===== src/rtl/tl_rx_vc_read_scheduler.sv =====
// Round-robin read scheduler for the P / NP / CPL receive buffers: unloads one
// TLP at a time as a header beat followed by up to 32-DW data beats.
//
// Handshake: a beat transfers on a cycle where o_valid & i_ready are both 1.
// Once o_valid rises, o_sel/o_sop/o_eop/o_beat_dw are frozen until i_ready,
// and the buffer control pulses appear only in transfer cycles.
module tl_rx_vc_read_scheduler #(
    parameter int DW               = 32,
    parameter int HDR_BUFFER_WIDTH = 4 * DW,
    parameter int R_CTRL_BUS_WIDTH = 6,
    parameter int BEAT_DW          = 32,
    parameter int ENTRY_DW         = 8
) (
    input  logic                        i_clk,
    input  logic                        i_rst,
    input  logic [2:0]                  i_hdr_empty_flag,
    input  logic [HDR_BUFFER_WIDTH-1:0] i_p_hdr,
    input  logic [HDR_BUFFER_WIDTH-1:0] i_np_hdr,
    input  logic [HDR_BUFFER_WIDTH-1:0] i_cpl_hdr,
    input  logic                        i_np_block,
    input  logic                        i_ready,
    output logic [R_CTRL_BUS_WIDTH-1:0] o_p_r_ctrl_bus,
    output logic [R_CTRL_BUS_WIDTH-1:0] o_np_r_ctrl_bus,
    output logic [R_CTRL_BUS_WIDTH-1:0] o_cpl_r_ctrl_bus,
    output logic [1:0]                  o_sel,
    output logic                        o_valid,
    output logic                        o_sop,
    output logic                        o_eop,
    output logic [5:0]                  o_beat_dw,
    output logic [1:0]                  o_dbg_state
);

    typedef enum logic [1:0] {
        S_IDLE = 2'd0,
        S_HDR  = 2'd1,
        S_DATA = 2'd2
    } state_t;

    localparam logic [10:0] BEAT_MAX = 11'(BEAT_DW);

    state_t      state_q, state_d;
    logic [1:0]  sel_q, sel_d;
    logic [1:0]  rr_q, rr_d;
    logic [10:0] rem_q, rem_d;

    logic [2:0]                  eligible;
    logic [1:0]                  cand1, cand2, grant_idx;
    logic                        grant_found;
    logic [HDR_BUFFER_WIDTH-1:0] hdr_sel;
    logic                        has_data;
    logic [9:0]                  len_field;
    logic [10:0]                 len_dw;
    logic [5:0]                  data_beat;
    logic [6:0]                  beat_round;
    logic [2:0]                  inc_value;
    logic                        partial;
    logic                        accept;
    logic [R_CTRL_BUS_WIDTH-1:0] ctrl;
    logic                        unused_hdr_bits;

    function automatic logic [1:0] next_q(input logic [1:0] c);
        return (c == 2'd2) ? 2'd0 : c + 2'd1;
    endfunction

    // Search starts just after the last granted queue; rr itself is tried last.
    assign eligible = ~i_hdr_empty_flag & {1'b1, ~i_np_block, 1'b1};
    assign cand1    = next_q(rr_q);
    assign cand2    = next_q(cand1);

    always_comb begin
        grant_found = 1'b1;
        grant_idx   = rr_q;
        if (eligible[cand1])      grant_idx = cand1;
        else if (eligible[cand2]) grant_idx = cand2;
        else if (eligible[rr_q])  grant_idx = rr_q;
        else                      grant_found = 1'b0;
    end

    always_comb begin
        case (grant_idx)
            2'd1:    hdr_sel = i_np_hdr;
            2'd2:    hdr_sel = i_cpl_hdr;
            default: hdr_sel = i_p_hdr;
        endcase
    end

    assign has_data  = hdr_sel[HDR_BUFFER_WIDTH-2];
    assign len_field = hdr_sel[HDR_BUFFER_WIDTH-23:HDR_BUFFER_WIDTH-32];
    assign len_dw    = (len_field == 10'd0) ? 11'd1024 : {1'b0, len_field};
    assign unused_hdr_bits = ^{hdr_sel[HDR_BUFFER_WIDTH-1],
                               hdr_sel[HDR_BUFFER_WIDTH-3:HDR_BUFFER_WIDTH-22],
                               hdr_sel[HDR_BUFFER_WIDTH-33:0]};

    // Data beat sizing: entries consumed rounds up, a short tail flags alignment.
    assign data_beat  = (rem_q > BEAT_MAX) ? 6'(BEAT_DW) : rem_q[5:0];
    assign beat_round = {1'b0, data_beat} + 7'(ENTRY_DW - 1);
    assign inc_value  = 3'(beat_round / 7'(ENTRY_DW));
    assign partial    = (data_beat % 6'(ENTRY_DW)) != 6'd0;

    assign accept = (state_q != S_IDLE) && i_ready;

    always_comb begin
        state_d = state_q;
        sel_d   = sel_q;
        rr_d    = rr_q;
        rem_d   = rem_q;
        case (state_q)
            S_IDLE: begin
                if (grant_found) begin
                    sel_d   = grant_idx;
                    rr_d    = grant_idx;
                    rem_d   = has_data ? len_dw : 11'd0;
                    state_d = S_HDR;
                end
            end
            S_HDR: begin
                if (i_ready) state_d = (rem_q == 11'd0) ? S_IDLE : S_DATA;
            end
            S_DATA: begin
                if (i_ready) begin
                    rem_d = rem_q - {5'd0, data_beat};
                    if (rem_q <= BEAT_MAX) state_d = S_IDLE;
                end
            end
            default: state_d = S_IDLE;
        endcase
    end

    always_ff @(posedge i_clk) begin
        if (i_rst) begin
            state_q <= S_IDLE;
            sel_q   <= 2'd0;
            rr_q    <= 2'd0;
            rem_q   <= 11'd0;
        end else begin
            state_q <= state_d;
            sel_q   <= sel_d;
            rr_q    <= rr_d;
            rem_q   <= rem_d;
        end
    end

    // Pulses are suppressed during reset so a TLP cut short pops nothing more.
    always_comb begin
        ctrl = '0;
        if (accept && !i_rst) begin
            if (state_q == S_HDR) ctrl = {1'b1, 1'b0, 3'd0, 1'b0};
            else                  ctrl = {1'b0, 1'b1, inc_value, partial};
        end
    end

    assign o_p_r_ctrl_bus   = (sel_q == 2'd0) ? ctrl : '0;
    assign o_np_r_ctrl_bus  = (sel_q == 2'd1) ? ctrl : '0;
    assign o_cpl_r_ctrl_bus = (sel_q == 2'd2) ? ctrl : '0;

    assign o_sel       = sel_q;
    assign o_valid     = (state_q != S_IDLE);
    assign o_sop       = (state_q == S_HDR);
    assign o_eop       = ((state_q == S_HDR) && (rem_q == 11'd0)) ||
                         ((state_q == S_DATA) && (rem_q <= BEAT_MAX));
    assign o_beat_dw   = (state_q == S_DATA) ? data_beat : 6'd0;
    assign o_dbg_state = state_q;

endmodule


===== config.mk =====
export PLATFORM = sky130hd
export DESIGN_NAME = tl_rx_vc_read_scheduler
export DESIGN_NICKNAME = d
export VERILOG_FILES = /design/src/rtl/tl_rx_vc_read_scheduler.sv
export SDC_FILE = /design/constraint.sdc
export NUM_CORES = 1
export LEC_CHECK = 0
export BUFFER_PORTS_ARGS = -buffer_cell sky130_fd_sc_hd__buf_4
export CAP_MARGIN = 20
export CORE_AREA = 2 2 163 165
export CTS_BUF_LIST = sky130_fd_sc_hd__clkbuf_4 sky130_fd_sc_hd__clkbuf_8 sky130_fd_sc_hd__clkbuf_16
export DETAILED_ROUTE_END_ITERATION = 16
export DIE_AREA = 0 0 165 167
export PLACE_DENSITY = 0.38
export SLEW_MARGIN = 30
export SYNTH_ARGS = -nofsm -noshare
export SYNTH_HDL_FRONTEND = slang
export SYNTH_SLANG_ARGS = --single-unit

===== constraint.sdc =====
create_clock -name i_clk -period 2.7 [get_ports i_clk]
set_input_delay 0.135 -clock i_clk [delete_from_list [all_inputs] [get_ports i_clk]]
set_output_delay 0.135 -clock i_clk [all_outputs]
set_load 0.005 [all_outputs]

* Word level (Yosys, flattened, before mapping) *
Index checks and enable logic that the tools add are counted.
W data, S select, Z words.

operators by class
  equality and inequality tests = 11
  muxes and demuxes = 32
  bitwise gates (word level) = 3
  $lt $le $gt $ge = 5
  $add $sub $neg = 4
  reduce and logical (&&, ||, !) cells = 16

operator list
  kind                   number
  $pmux W127 S2          1
  $mux W11               4
  $mux W6                7
  $pmux W11 S2           1
  $mux W2                9
  $gt A11 B6 Y1 const B  1
  $le A11 B6 Y1 const B  1
  $logic_not A11 Y1      1
  $sub A11 B6 Y11        1
  $logic_not A10 Y1      1
  $lt A2 B3 Y1 const B   3
  $eq A2 B2 Y1 const B   4
  $ne A2 B2 Y1 const B   4
  $add A6 B3 Y6 const B  1
  $bmux W1 S2            3
  $eq A2 B1 Y1 const B   3
  $mux W1                6
  $pmux W2 S3            1
  $reduce_bool A6 Y1     1
  $add A2 B1 Y2 const B  2
  $logic_and A1 B1 Y1    4
  $logic_not A2 Y1       2
  $reduce_and A4 Y1      1
  $reduce_bool A2 Y1     2
  other kinds (7)        7

word-level totals
  word-level logic and storage cells = 74
  flip-flop bits (word level) = 15
  bits of input ports = 391

* Logic depth before layout (Yosys ltp) *
Gate-level depths: netlist (run 1).

  depth after elaboration = 15
  depth in mapped cells = 11
  gate-level depth less buffers = 9

* Least setup slack after synthesis (run 1) *
OpenSTA, ideal clock, no wires.

  path kind = flip-flop to flip-flop
  from = reg rr_q[1]
  to = reg rem_q[10]
  setup time = 0.120 ns
  slack = 0.411 ns
  data required time = 2.580 ns
  cell stages (with the launch flop) = 11
  data arrival time = 2.169 ns
  cell sequence = dfxtp_1 > clkbuf_1 > nor2_1 > o22ai_1 > ha_1 > clkbuf_1 > a22oi_1 > o21ai_0 > nor4_1 > and3_1 > o31a_1

on the way
  cells in the longest elaborated chain, start to end = 15
  elaborated cells on any way between the ends = 27

RTL lines
  item                                                  line  text
  start: declaration                                    43    logic [1:0] rr_q, rr_d;
  start signal: assignment                              138   rr_q <= rr_d;
  $add A2 B1 Y2 / $eq A2 B2 Y1 (equally long branches)  --
  $mux W2                                               62    return (c == 2'd2) ? 2'd0 : c + 2'd1;
  $add A2 B1 Y2 / $eq A2 B2 Y1 (equally long branches)  62
  $mux W2                                               62
  $bmux W1 S2                                           74    else if (eligible[cand2]) grant_idx = cand2;
  $mux W1 (implied by the code)                         74
  $mux W2                                               74
  $mux W2                                               73    if (eligible[cand1]) grant_idx = cand1;
  $eq A2 B2 Y1 / $eq A2 B1 Y1 (equally long branches)   80    case (grant_idx)
  $pmux W127 S2                                         80
  $logic_not A10 Y1                                     89    assign len_dw = (len_field == 10'd0) ? 11'd1024 : {1'b0, len_field};
  $mux W11                                              89
  $mux W11                                              112   rem_d = has_data ? len_dw : 11'd0;
  $mux W11                                              109   if (grant_found) begin
  $pmux W11 S2                                          107   case (state_q)
  end signal: assignment                                139   rem_q <= rem_d;
  end: declaration                                      44    logic [10:0] rem_q, rem_d;

Parallel ways exist; a longest one is shown, timed or not. The select of a mux whose other input is x is not followed.
A chain may end at the register's enable or synchronous reset.

* Worst setup path in the final report (run 1) *
  from = reg rr_q[1]
  to = reg rem_q[1]

on the way
  cells in the longest elaborated chain, start to end = 15
  elaborated cells on any way between the ends = 27

RTL lines
  item                                                  line  text
  $add A2 B1 Y2 / $eq A2 B2 Y1 (equally long branches)  --
  $mux W2 (*)                                           62
  $add A2 B1 Y2 / $eq A2 B2 Y1 (equally long branches)  62
  $mux W2                                               62
  $bmux W1 S2                                           74
  $mux W1 (implied by the code)                         74
  $mux W2                                               74
  $mux W2 (*)                                           73
  net grant_idx[0]                                      47    logic [1:0] cand1, cand2, grant_idx;
  $eq A2 B2 Y1 / $eq A2 B1 Y1 (equally long branches)   80
  $pmux W127 S2 (*)                                     80
  $logic_not A10 Y1                                     89
  $mux W11                                              89
  $mux W11 (*)                                          112
  $mux W11 (*)                                          109
  $pmux W11 S2 (*)                                      107

The timed path passes the listed nets; every way through them passes the cells marked *. The select of a mux whose other input is x is not followed.

==> results of run 1 <==
worst register-to-register path, delay by kind of cell, from the launching register on:
| family | cells | cell delay (ns) |
|---|---|---|
| buffers and inverters | 1 | 0.09 |
| and+or+nand+nor | 2 | 0.30 |
| AOI/OAI and AO/OA | 5 | 1.32 |
| DFF | 1 | 0.35 |
| adders and majority gates | 1 | 0.28 |
placed cells by master (no fill, tap or decap), types with 4 or more instances in the layout:
cell / n
sky130_fd_sc_hd__a22oi_1: 11
sky130_fd_sc_hd__nor2_1: 29
sky130_fd_sc_hd__a21oi_1: 15
sky130_fd_sc_hd__a221oi_1: 4
sky130_fd_sc_hd__inv_1: 11
sky130_fd_sc_hd__or3_1: 4
sky130_fd_sc_hd__nor4_1: 6
sky130_fd_sc_hd__a31oi_1: 4
sky130_fd_sc_hd__nor3_1: 16
sky130_fd_sc_hd__o21ai_0: 21
sky130_fd_sc_hd__nand2_1: 24
sky130_fd_sc_hd__dfxtp_1: 15
sky130_fd_sc_hd__nand3_1: 5
sky130_fd_sc_hd__and3_1: 5
sky130_fd_sc_hd__buf_4: 79
logic make-up (layout without fill, tap and decap cells):
kind of cell / count (synthesis) / after routing / synth area share, %
other: 1 / 1 / 0.2549
and+or+nand+nor: 104 / 104 / 34.27
xor gates and xnor gates: 2 / 2 / 1.191
buffers and inverters: 27 / 94 / 7.823
adders and majority gates: 3 / 3 / 2.551
DFF: 15 / 15 / 20.41
AOI/OAI and AO/OA: 77 / 77 / 33.50
timing repair:
action,4_1_cts,5_1_grt
setup endpoints to repair,0,5
resized for setup,0,1
hold endpoints to repair,0,0
per-stage QoR:
step	setup WS, ns	instances	util [%]	total power [mW]
after floorplan	0.4110	229	-	0.6933
after global placement	0.1568	627	9.354	0.9390
after detailed placement	0.1324	627	9.354	0.9325
after CTS	0.1301	631	9.664	1.238
after global routing	0.07635	631	9.674	1.328
final	0.2667	631	9.674	1.228
layer usage:
layer,vias to the layer above,share of wire (%)
met5,-,0
met4,0,1.3
met3,4,8.2
met2,78,40
met1,845,50
li1,977,-
report_power, final:
group	switching (mW)	internal, mW
sequential	0.0562	0.252
clock	0.100	0.198
combinational	0.364	0.257
total	0.521	0.707
sequential cells by signal, summed over array words and instances, names as in the netlist:
| register | count |
|---|---|
| rem_q | 11 |
| o_dbg_state | 2 |
| rr_q | 2 |
worst max path at each step:
| stage | to | from |
|---|---|---|
| after floorplan | rem_q[10]$_SDFFE_PP0P_ | rr_q[1]$_SDFFE_PP0P_ |
| after global placement | rem_q[1]$_SDFFE_PP0P_ | rr_q[1]$_SDFFE_PP0P_ |
| after detailed placement | rem_q[1]$_SDFFE_PP0P_ | rr_q[1]$_SDFFE_PP0P_ |
| after CTS | rem_q[5]$_SDFFE_PP0P_ | rr_q[1]$_SDFFE_PP0P_ |
| after global routing | rem_q[9]$_SDFFE_PP0P_ | rr_q[0]$_SDFFE_PP0P_ |
| final | rem_q[1]$_SDFFE_PP0P_ | rr_q[1]$_SDFFE_PP0P_ |
layout make-up:
type	count	area share, %
repair buffers	79	23.80
well taps	335	16.82
clock buffers	3	3.012
inverters	11	1.657
multi-input cells	187	42.47
clock inverters	1	0.2008
flip-flops and latches	15	12.05
==> parameters.txt, run 1 <==
Parameter                              Value

Worst hold path
  Class of the tightest hold or removal check    in2reg
  End of the worst hold path    o_dbg_state[0]$_SDFFE_PP0P_
  Number of cells on the worst hold path    2
  Hold Crit Start    i_ready

Yosys
  Post-Syn Nets    623
  Mean instance size in the synthesized netlist    6.425 sq um
  Prevailing post-synth register cell    sky130_fd_sc_hd__dfxtp_1
  Library cells used by synthesis    45
  Leading post-synthesis cells by instance count    sky130_fd_sc_hd__nor2_1 (29), sky130_fd_sc_hd__nand2_1 (24), sky130_fd_sc_hd__o21ai_0 (21), sky130_fd_sc_hd__nor3_1 (16)
  Share of synthesized flip-flops with an asynchronous set or reset    0%
  Biggest area contributors in the synthesized netlist    sky130_fd_sc_hd__dfxtp_1 (20%), sky130_fd_sc_hd__nor2_1 (7.4%), sky130_fd_sc_hd__o21ai_0 (7.1%)
  Cell area after synthesis    roughly 1500 sq um
  Synth Register Bits    15
  Area share of the leading cell type in the synthesized netlist    between 20% and 30%
  Synth area leader    sky130_fd_sc_hd__dfxtp_1
  Total number of yosys warnings    0
  Share of synthesized area occupied by flip-flops and latches    about a fifth
  Most used standard cell by instance count after synthesis    sky130_fd_sc_hd__nor2_1
  Cell count after synthesis    around 230
  Number of enable flip-flop cells after synthesis    0

Setup path
  Reg2Reg Depth    9
  CP cell instances    o21a_1 > o22ai_1 > inv_1 > ha_2 > a221o_1 > o21ai_0 > nor2_1 > a221oi_1 > nor3_1
  Kind of capture point of the worst setup path    flop
  Worst reg2reg startpoint    rr_q[1]$_SDFFE_PP0P_
  Number of gates on the worst path with buffers counted    9
  Capture point of the worst reg-to-reg path    rem_q[1]$_SDFFE_PP0P_
  Slowest CP cell    sky130_fd_sc_hd__dfxtp_1
  R2R Setup Slk    roughly 0.27 ns
  Delay of the slowest cell on the worst path    0.35 ns
  Kind of critical path    reg2reg
  Critical path fanouts, max    11
  Critical Path RT    2.83 ns
  Cell family contributing the most delay on the critical path    compound AO/OA/AOI/OAI gates
  Data arrival time of the critical path    2.57 ns
  Element type at the critical path start    flop
  Count of buffer and inverter cells on the critical path    1

Timing
  Final worst-path cycle share    around 90%
  Final setup fails    0
  Slew Viols, Final    0
  RSZ-0062 raised after global routing    no
  Setup TNS    0 ns
  Clock skew    just over 0.004 ns
  Min Clock Period, post-route    ~2.4 ns
  Slew of the pin with the lowest slew margin    between 0.8 and 0.9 ns
  Slew headroom    a little over two fifths
  Worst slack on hold paths    roughly 0.16 ns
  Peak Freq    roughly 0.41 GHz
  Final number of hold-violating endpoints    0

Cells and area
  Layout Nets    just under 700
  Layout cells sized above 1    between 30% and 40%
  Area of the multi-input gates    roughly 1100 sq um
  Area taken by flip-flops and latches    300.3 sq um
  Area growth, synth to finish    69.39%
  Filler Cell Count    roughly 3,000
  Total inserted antenna cells    0
  Final standard cell area without fillers    2492 sq um

Global routing
  Met1 track utilization from global routing    6.884%
  Number of antenna violations at the first check in global routing    0
  Global routing's busiest layer    met2
  Global route overflow    0
  First-pass GRT wire length    around 11,000 microns
  Met2 track utilization from global routing    between 7 and 8%
  Met3 routing resource usage after global routing    between 1.5 and 2%
  Via count of the first global-routing pass    ~1,900
  All-layer global routing usage    between 4 and 5%
  Maximum number of pins on one net before global-route repair    21

Place
  Gp weighted congestion    0.7598
  Count of input and output buffers    70
  DP Wirelength    roughly 5400 microns
  Placed Instance Area    around 2400 sq um

Drt
  Wire length after detailed routing    6641 microns
  Vias    between 1,500 and 2,000
  Number of DRC markers after the initial detailed-route iteration    88
  Detailed-route DRC error count    0
  Count of TritonRoute iterations in the first routing pass    4
  Routed length per instance    roughly 11 microns
  Remaining number of nets flagged by the antenna check after routing    0
  Via-per-instance ratio    ~3.0

CTS
  CTS tree    done
  Cts bufs inserted    3
  CTS sink cnt    15
  CTS H-Tree Depth    1
  Clock latency reported for the late side of the worst-skew pair    approximately 0.25 ns
  Clock tree root driver cell    sky130_fd_sc_hd__clkbuf_16
  Number of setup buffers added after CTS    0
  Maximum buffer depth of the clock tree    2
  Hold-fix buffers at CTS    0
  Post-CTS clock slew at the launch and capture registers of the worst setup and hold paths    approximately 0.050 ns

Status
  Outcome    finished, final reports clean

Die
  Die Span X    between 150 and 200 microns
  Y dimension of the die    roughly 170 microns
  Core box area    about 26,000 sq um
  Starting density of the core    roughly 5.7%
  Total I/O pin count    between 400 and 500
  Row cnt    59
  Die outline area    around 28,000 sq um

Power and ir drop
  Power density cells    492.9 nW/um^2
  VDD IR-drop max    about 0.18 mV
  Leakage    between 0.9 and 1 nW

Run
  MaxCap Viol Count    0
Note: power is estimated with default switching activity, not from simulation.
==> run 2, diff against run 1 <==
--- a/config.mk
+++ b/config.mk
@@ -9,9 +9,10 @@
 export CAP_MARGIN = 20
 export CORE_AREA = 2 2 163 165
 export CTS_BUF_LIST = sky130_fd_sc_hd__clkbuf_4 sky130_fd_sc_hd__clkbuf_8 sky130_fd_sc_hd__clkbuf_16
+export CTS_CLUSTER_DIAMETER = 200
 export DETAILED_ROUTE_END_ITERATION = 16
 export DIE_AREA = 0 0 165 167
-export PLACE_DENSITY = 0.38
+export PLACE_DENSITY_LB_ADDON = 0.1
 export SLEW_MARGIN = 30
 export SYNTH_ARGS = -nofsm -noshare
 export SYNTH_HDL_FRONTEND = slang
==> run 2 against run 1 <==
  * Final area increased by 3.5%
  * Maximum frequency decreased by 2.7%
  * Register-to-register slack got worse by 0.07 ns
  * Sequential power about the same
  * Clock power increased by 6%
  * Critical path depth unchanged
  * Critical path type unchanged
  * Largest cell class unchanged
  * Largest power group unchanged
==> parameters.txt, run 2 (synthesis gave the netlist of run 1 again) <==
Parameter                              Value

Setup path
  Kind of critical path    reg2reg
  Kind of capture point of the worst setup path    flop
  Origin of the worst setup path    rr_q[0]$_SDFFE_PP0P_
  Worst reg2reg startpoint    rr_q[0]$_SDFFE_PP0P_
  Element type at the critical path start    flop
  Critical path fanouts, max    20
  Critical Path RT    between 2 and 3 ns
  Data arrival time of the critical path    about 2.7 ns

CTS
  CTS sink cnt    15
  Cts bufs inserted    3
  Clock latency reported for the late side of the worst-skew pair    0.26 ns
  CTS tree    done
  Post-CTS clock slew at the launch and capture registers of the worst setup and hold paths    roughly 0.05 ns
  Maximum buffer depth of the clock tree    2
  Clock tree root driver cell    sky130_fd_sc_hd__clkbuf_16
  Hold-fix buffers at CTS    0
  CTS H-Tree Depth    1

Cells and area
  Area taken by flip-flops and latches    300.3 sq um
  Max FFs per register    11
  Final standard cell area without fillers    around 2600 sq um
  Area of the multi-input gates    around 1100 sq um
  Layout cells sized above 1    32.79%
  Total inserted antenna cells    0
  Commonest non-fill, non-tap cell in the layout    sky130_fd_sc_hd__buf_4
  Filler Cell Count    3,001
  Area growth, synth to finish    75.25%
  Most frequent cells in the layout    sky130_fd_sc_hd__buf_4 (87), sky130_fd_sc_hd__nor2_1 (28), sky130_fd_sc_hd__nand2_1 (24)
  Final standard cell utilization of the core    10.01%
  Most flops, register    rem_q
  Final instance count without filler cells    640
  Layout Nets    700

Timing
  Final number of hold-violating endpoints    0
  Min Clock Period, post-route    approximately 2.5 ns
  Final setup fails    0
  Slew Viols, Final    0
  Slew of the pin with the lowest slew margin    about 0.65 ns
  Clock skew    between 0.006 and 0.007 ns
  Final worst-path cycle share    92.64%
  Setup TNS    0 ns
  Slew headroom    56.17%
  Peak Freq    ~0.4 GHz
  RSZ-0062 raised after global routing    no

Worst hold path
  Class of the tightest hold or removal check    in2reg
  Hold Crit Start    i_ready

Power and ir drop
  Leakage    just over 1 nW
  Power density cells    roughly 520 nW/um^2
  VDD IR-drop max    0.1417 mV

Drt
  Number of DRC markers after the initial detailed-route iteration    76
  Vias    about 2,000
  Remaining number of nets flagged by the antenna check after routing    0
  Count of TritonRoute iterations in the first routing pass    4
  Routed length per instance    around 14 microns
  Detailed-route DRC error count    0
  Via-per-instance ratio    a little over 3
  Wire length after detailed routing    just under 9000 microns

Global routing
  All-layer global routing usage    under 10%
  Maximum number of pins on one net before global-route repair    21
  Via count of the first global-routing pass    roughly 2,100
  Global route overflow    0
  First-pass GRT wire length    13,010 microns
  Number of antenna violations at the first check in global routing    0

Die
  Y dimension of the die    between 150 and 200 microns
  Row cnt    59
  Total I/O pin count    about 420
  Core box area    approximately 26,000 sq um
  Die Span X    approximately 170 microns
  Starting density of the core    between 5 and 6%
  Die outline area    around 28,000 sq um

Place
  Count of input and output buffers    70
  Placed cell count    636
  DP Wirelength    7314 microns
  Gp weighted congestion    between 0.6 and 0.7
  Placed Instance Area    2490 sq um

Status
  Outcome    finished, final reports clean

Run
  MaxCap Viol Count    0
[run 2: cell types whose count changed in the layout (fill, tap and decap cells not counted), sizes merged]
| cell | previous run | this run |
|---|---|---|
| buf | 79 | 88 |
[run 2: path summary, 6_finish.rpt]
check                                     end  slack, ns  cells past startpoint
setup / recovery       rem_q[10]$_SDFFE_PP0P_       0.20                      9
hold / removal    o_dbg_state[0]$_SDFFE_PP0P_       0.17                      2
setup reg to reg       rem_q[10]$_SDFFE_PP0P_       0.20                      9
hold reg to reg         rem_q[7]$_SDFFE_PP0P_       0.55                      2
[run 2: critical path, cell delays in order (launching register included)]
cell,delay (ns)
sky130_fd_sc_hd__dfxtp_1,0.36
sky130_fd_sc_hd__nor3_1,0.22
sky130_fd_sc_hd__o31a_1,0.21
sky130_fd_sc_hd__inv_1,0.06
sky130_fd_sc_hd__ha_1,0.32
sky130_fd_sc_hd__buf_4,0.21
sky130_fd_sc_hd__o21ai_0,0.40
sky130_fd_sc_hd__nor4_1,0.11
sky130_fd_sc_hd__and3_1,0.21
sky130_fd_sc_hd__o31a_1,0.28
[run 2: area by class of cell]
| cell class | instances | area share (%) |
|---|---|---|
| clock buffers | 3 | 2.911 |
| clock inverters | 1 | 0.1941 |
| inverters | 11 | 1.601 |
| multi-input cells | 187 | 41.29 |
| flip-flops and latches | 15 | 11.64 |
| well taps | 335 | 16.25 |
| repair buffers | 88 | 26.10 |
[run 2: repair_timing]
item / in CTS / in global routing
setup buffers: 0 / 0
resized for setup: 0 / 2
endpoints found under the setup margin: 0 / 3
[run 2: where the power goes]
part | leakage (nW) | total [mW] | internal, mW | switching, mW
sequential | 0.123 | 0.309 | 0.252 | 0.0578
combinational | 0.861 | 0.712 | 0.294 | 0.419
clock | 0.0409 | 0.318 | 0.199 | 0.118
[run 2: through the flow]
stage / setup slack [ns] / hold WS (ns) / power, mW
after floorplan: 0.4110 / 0.2567 / 0.6933
after global placement: 0.1246 / 0.4254 / 1.046
after detailed placement: 0.1158 / 0.4429 / 1.040
after CTS: 0.09571 / 0.1621 / 1.369
after global routing: 0.01722 / 0.1807 / 1.452
final: 0.1987 / 0.1657 / 1.339
[run 2: metal layers]
metal  wire [microns]  part of all wire [%]  up-vias  track usage [%]
li1                 -                     -      988                -
met4              124                   1.4        0            2.079
met3              605                   7.0        8            1.968
met1             4252                    49      914            8.768
met5                0                     0        -                0
met2             3691                    43       80            9.511
==> run 3, diff against run 2 <==
--- a/config.mk
+++ b/config.mk
@@ -7,11 +7,11 @@
 export LEC_CHECK = 0
 export BUFFER_PORTS_ARGS = -buffer_cell sky130_fd_sc_hd__buf_4
 export CAP_MARGIN = 20
-export CORE_AREA = 2 2 163 165
+export CORE_AREA = 2 2 162 164
 export CTS_BUF_LIST = sky130_fd_sc_hd__clkbuf_4 sky130_fd_sc_hd__clkbuf_8 sky130_fd_sc_hd__clkbuf_16
 export CTS_CLUSTER_DIAMETER = 200
 export DETAILED_ROUTE_END_ITERATION = 16
-export DIE_AREA = 0 0 165 167
+export DIE_AREA = 0 0 164 166
 export PLACE_DENSITY_LB_ADDON = 0.1
 export SLEW_MARGIN = 30
 export SYNTH_ARGS = -nofsm -noshare
==> constraint.sdc (replaced) <==
create_clock -name i_clk -period 2 [get_ports i_clk]
set_input_delay 0.1 -clock i_clk [delete_from_list [all_inputs] [get_ports i_clk]]
set_output_delay 0.1 -clock i_clk [all_outputs]
set_load 0.005 [all_outputs]
==> run 3 against run 2 <==
  * The run now ends with setup timing left
  * Power up 82%
  * Critical path depth up 1
  * Combinational power up 130%
  * Die area down 1.2%
  * Via count up 8.6%
  * Final area up 28%
  * Critical endpoint is now rem_q[5]$_SDFFE_PP0P_
==> parameters.txt, run 3 (synthesis gave the netlist of run 1 again) <==
Parameter                              Value

Status
  Outcome    finished, violations left
  Failing checks    setup timing

Setup path
  Critical path fanouts, max    7
  Reg2Reg Depth    10
  R2R Setup Slk    -0.19 ns
  Element type at the critical path start    flop
  Termination of the worst setup path    rem_q[5]$_SDFFE_PP0P_
  CP cell instances    nor3_2 > o31a_1 > buf_4 > ha_4 > a221o_1 > o21ai_4 > nor2_1 > buf_4 > a221oi_2 > a211oi_1
  Crit path top cell by count    sky130_fd_sc_hd__buf_4
  Count of buffer and inverter cells on the critical path    2
  Slowest CP cell    sky130_fd_sc_hd__dfxtp_4
  Origin of the worst setup path    rr_q[0]$_SDFFE_PP0P_
  Capture point of the worst reg-to-reg path    rem_q[5]$_SDFFE_PP0P_
  Cell family contributing the most delay on the critical path    compound AO/OA/AOI/OAI gates
  Delay of the slowest cell on the worst path    0.36 ns
  Kind of capture point of the worst setup path    flop
  Worst reg2reg startpoint    rr_q[0]$_SDFFE_PP0P_
  Data arrival time of the critical path    around 2.3 ns
  Critical Path RT    2.12 ns
  Number of gates on the worst path with buffers counted    10
  Kind of critical path    reg2reg

Timing
  RSZ-0062 raised after global routing    yes
  Final worst-path cycle share    109.3%
  Slew of the pin with the lowest slew margin    a little over 0.6 ns
  Final setup fails    13
  Final WS setup    -0.1863 ns
  Peak Freq    ~0.46 GHz
  Clock skew    between 0.004 and 0.005 ns
  Final number of hold-violating endpoints    0
  Min Clock Period, post-route    between 2 and 2.5 ns
  Slew Viols, Final    0
  Slew headroom    58.86%

Power and ir drop
  Proportion of power drawn by flip-flops and latches    approximately 16%
  Switching share of power    between 40% and 50%
  Power density cells    between 700 and 800 nW/um^2
  Part of the total power dissipated in the clock network    17.7%
  VDD IR-drop max    approximately 0.25 mV
  Psw    roughly 1.1 mW
  Internal power summed over all cells    roughly 1.4 mW
  Leakage    between 1 and 1.5 nW
  Portion of total power attributed to combinational logic    66.5%

Global routing
  Number of antenna violations at the first check in global routing    0
  Maximum number of pins on one net before global-route repair    21
  All-layer global routing usage    under 10%
  First-pass GRT wire length    14,220 microns
  Global route overflow    0
  Via count of the first global-routing pass    2,281

Die
  Y dimension of the die    approximately 170 microns
  Die outline area    about 27,000 sq um
  Core box area    approximately 26,000 sq um
  Total I/O pin count    between 400 and 500
  Starting density of the core    ~5.7%
  Row cnt    59
  Die Span X    between 150 and 200 microns

Drt
  Detailed-route DRC error count    0
  Wire length after detailed routing    about 9700 microns
  Number of DRC markers after the initial detailed-route iteration    70
  Via-per-instance ratio    between 3 and 4
  Vias    2,162
  Remaining number of nets flagged by the antenna check after routing    0
  Count of TritonRoute iterations in the first routing pass    4
  Routed length per instance    ~14 microns

Cells and area
  Most flops, register    rem_q
  Most frequent cells in the layout    sky130_fd_sc_hd__buf_4 (117), sky130_fd_sc_hd__nor2_1 (22), sky130_fd_sc_hd__nand2_1 (20)
  Area growth, synth to finish    124.1%
  Commonest non-fill, non-tap cell in the layout    sky130_fd_sc_hd__buf_4
  Layout cells sized above 1    between 50% and 60%
  Layout Nets    741
  Total inserted antenna cells    0
  Final standard cell area without fillers    3297 sq um
  Final instance count without filler cells    about 680
  Max FFs per register    11

CTS
  Post-CTS clock slew at the launch and capture registers of the worst setup and hold paths    about 0.060 ns
  Hold-fix buffers at CTS    0
  CTS H-Tree Depth    1
  Clock tree root driver cell    sky130_fd_sc_hd__clkbuf_16
  CTS sink cnt    15
  CTS tree    done
  Cts bufs inserted    3
  Maximum buffer depth of the clock tree    2
  Clock latency reported for the late side of the worst-skew pair    approximately 0.26 ns

Place
  Placed cell count    665
  Placed Instance Area    approximately 2800 sq um
  Count of input and output buffers    70
  Pre-CTS worst setup slack    -0.1992 ns
  Gp weighted congestion    a little under 0.7
  DP Wirelength    between 7000 and 8000 microns

Worst hold path
  Class of the tightest hold or removal check    in2reg

Run
  MaxCap Viol Count    0
[run 3: cell count changes in the layout (fill, tap and decap cells not counted), sizes merged]
cell | previous run | this run
buf | 88 | 128
clkbuf | 3 | 4
[run 3: worst min-delay path by stage]
stage | cells past startpoint | slack, ns | startpoint | end
5_1_grt | 2 | 0.17 | i_ready | o_dbg_state[0]$_SDFFE_PP0P_
4_1_cts | 2 | 0.16 | i_ready | o_dbg_state[0]$_SDFFE_PP0P_
6_report | 2 | 0.16 | i_ready | o_dbg_state[0]$_SDFFE_PP0P_
3_3_place_gp | 2 | 0.43 | i_ready | o_dbg_state[0]$_SDFFE_PP0P_
3_5_place_dp | 2 | 0.43 | i_ready | o_dbg_state[0]$_SDFFE_PP0P_
2_1_floorplan | 1 | 0.22 | i_ready | o_dbg_state[0]$_SDFFE_PP0P_
[run 3: layout make-up]
type                       instances  area, sq um
multi-input combinational        187         1401
fill                            2959        22320
inverter                          11        41.29
tap                              335        419.2
timing repair buffer             129         1045
clock inverter                     1        5.005
sequential                        15        310.3
clock buffer                       3        75.07
[run 3: power by group through the flow]
stage / combinational, mW / sequential (mW) / clock [mW]
after CTS: 1.43 / 0.387 / 0.440
final: 1.62 / 0.387 / 0.431
after detailed placement: 1.24 / 0.388 / 0
after floorplan: 0.614 / 0.385 / 0
after global routing: 1.75 / 0.393 / 0.451
after global placement: 1.25 / 0.389 / 0
[run 3: layer usage]
metal	wire, microns	vias to the layer above	track usage [%]
li1	-	1075	-
met1	4666	981	9.780
met2	4078	90	10.25
met3	608	16	1.499
met4	301	0	2.822
met5	0	-	0
[run 3: repair_timing]
action | 4_1_cts | 5_1_grt
cloned | 0 | 1
gates resized for setup | 43 | 42
endpoints found under the hold margin | 0 | 0
pin swaps | 13 | 24
endpoints found under the setup margin | 27 | 29
setup buffers | 4 | 7
[run 3: per-stage QoR]
stage	util, %	total power, mW	hold WS, ns	setup TNS [ns]
floorplan	-	0.9992	0.2217	0
finish	12.87	2.440	0.1562	-1.409
CTS	11.86	2.255	0.1647	-1.339
detailed placement	10.75	1.624	0.4345	-1.321
global route	12.87	2.599	0.1653	-2.392
global placement	10.72	1.641	0.4347	-1.437
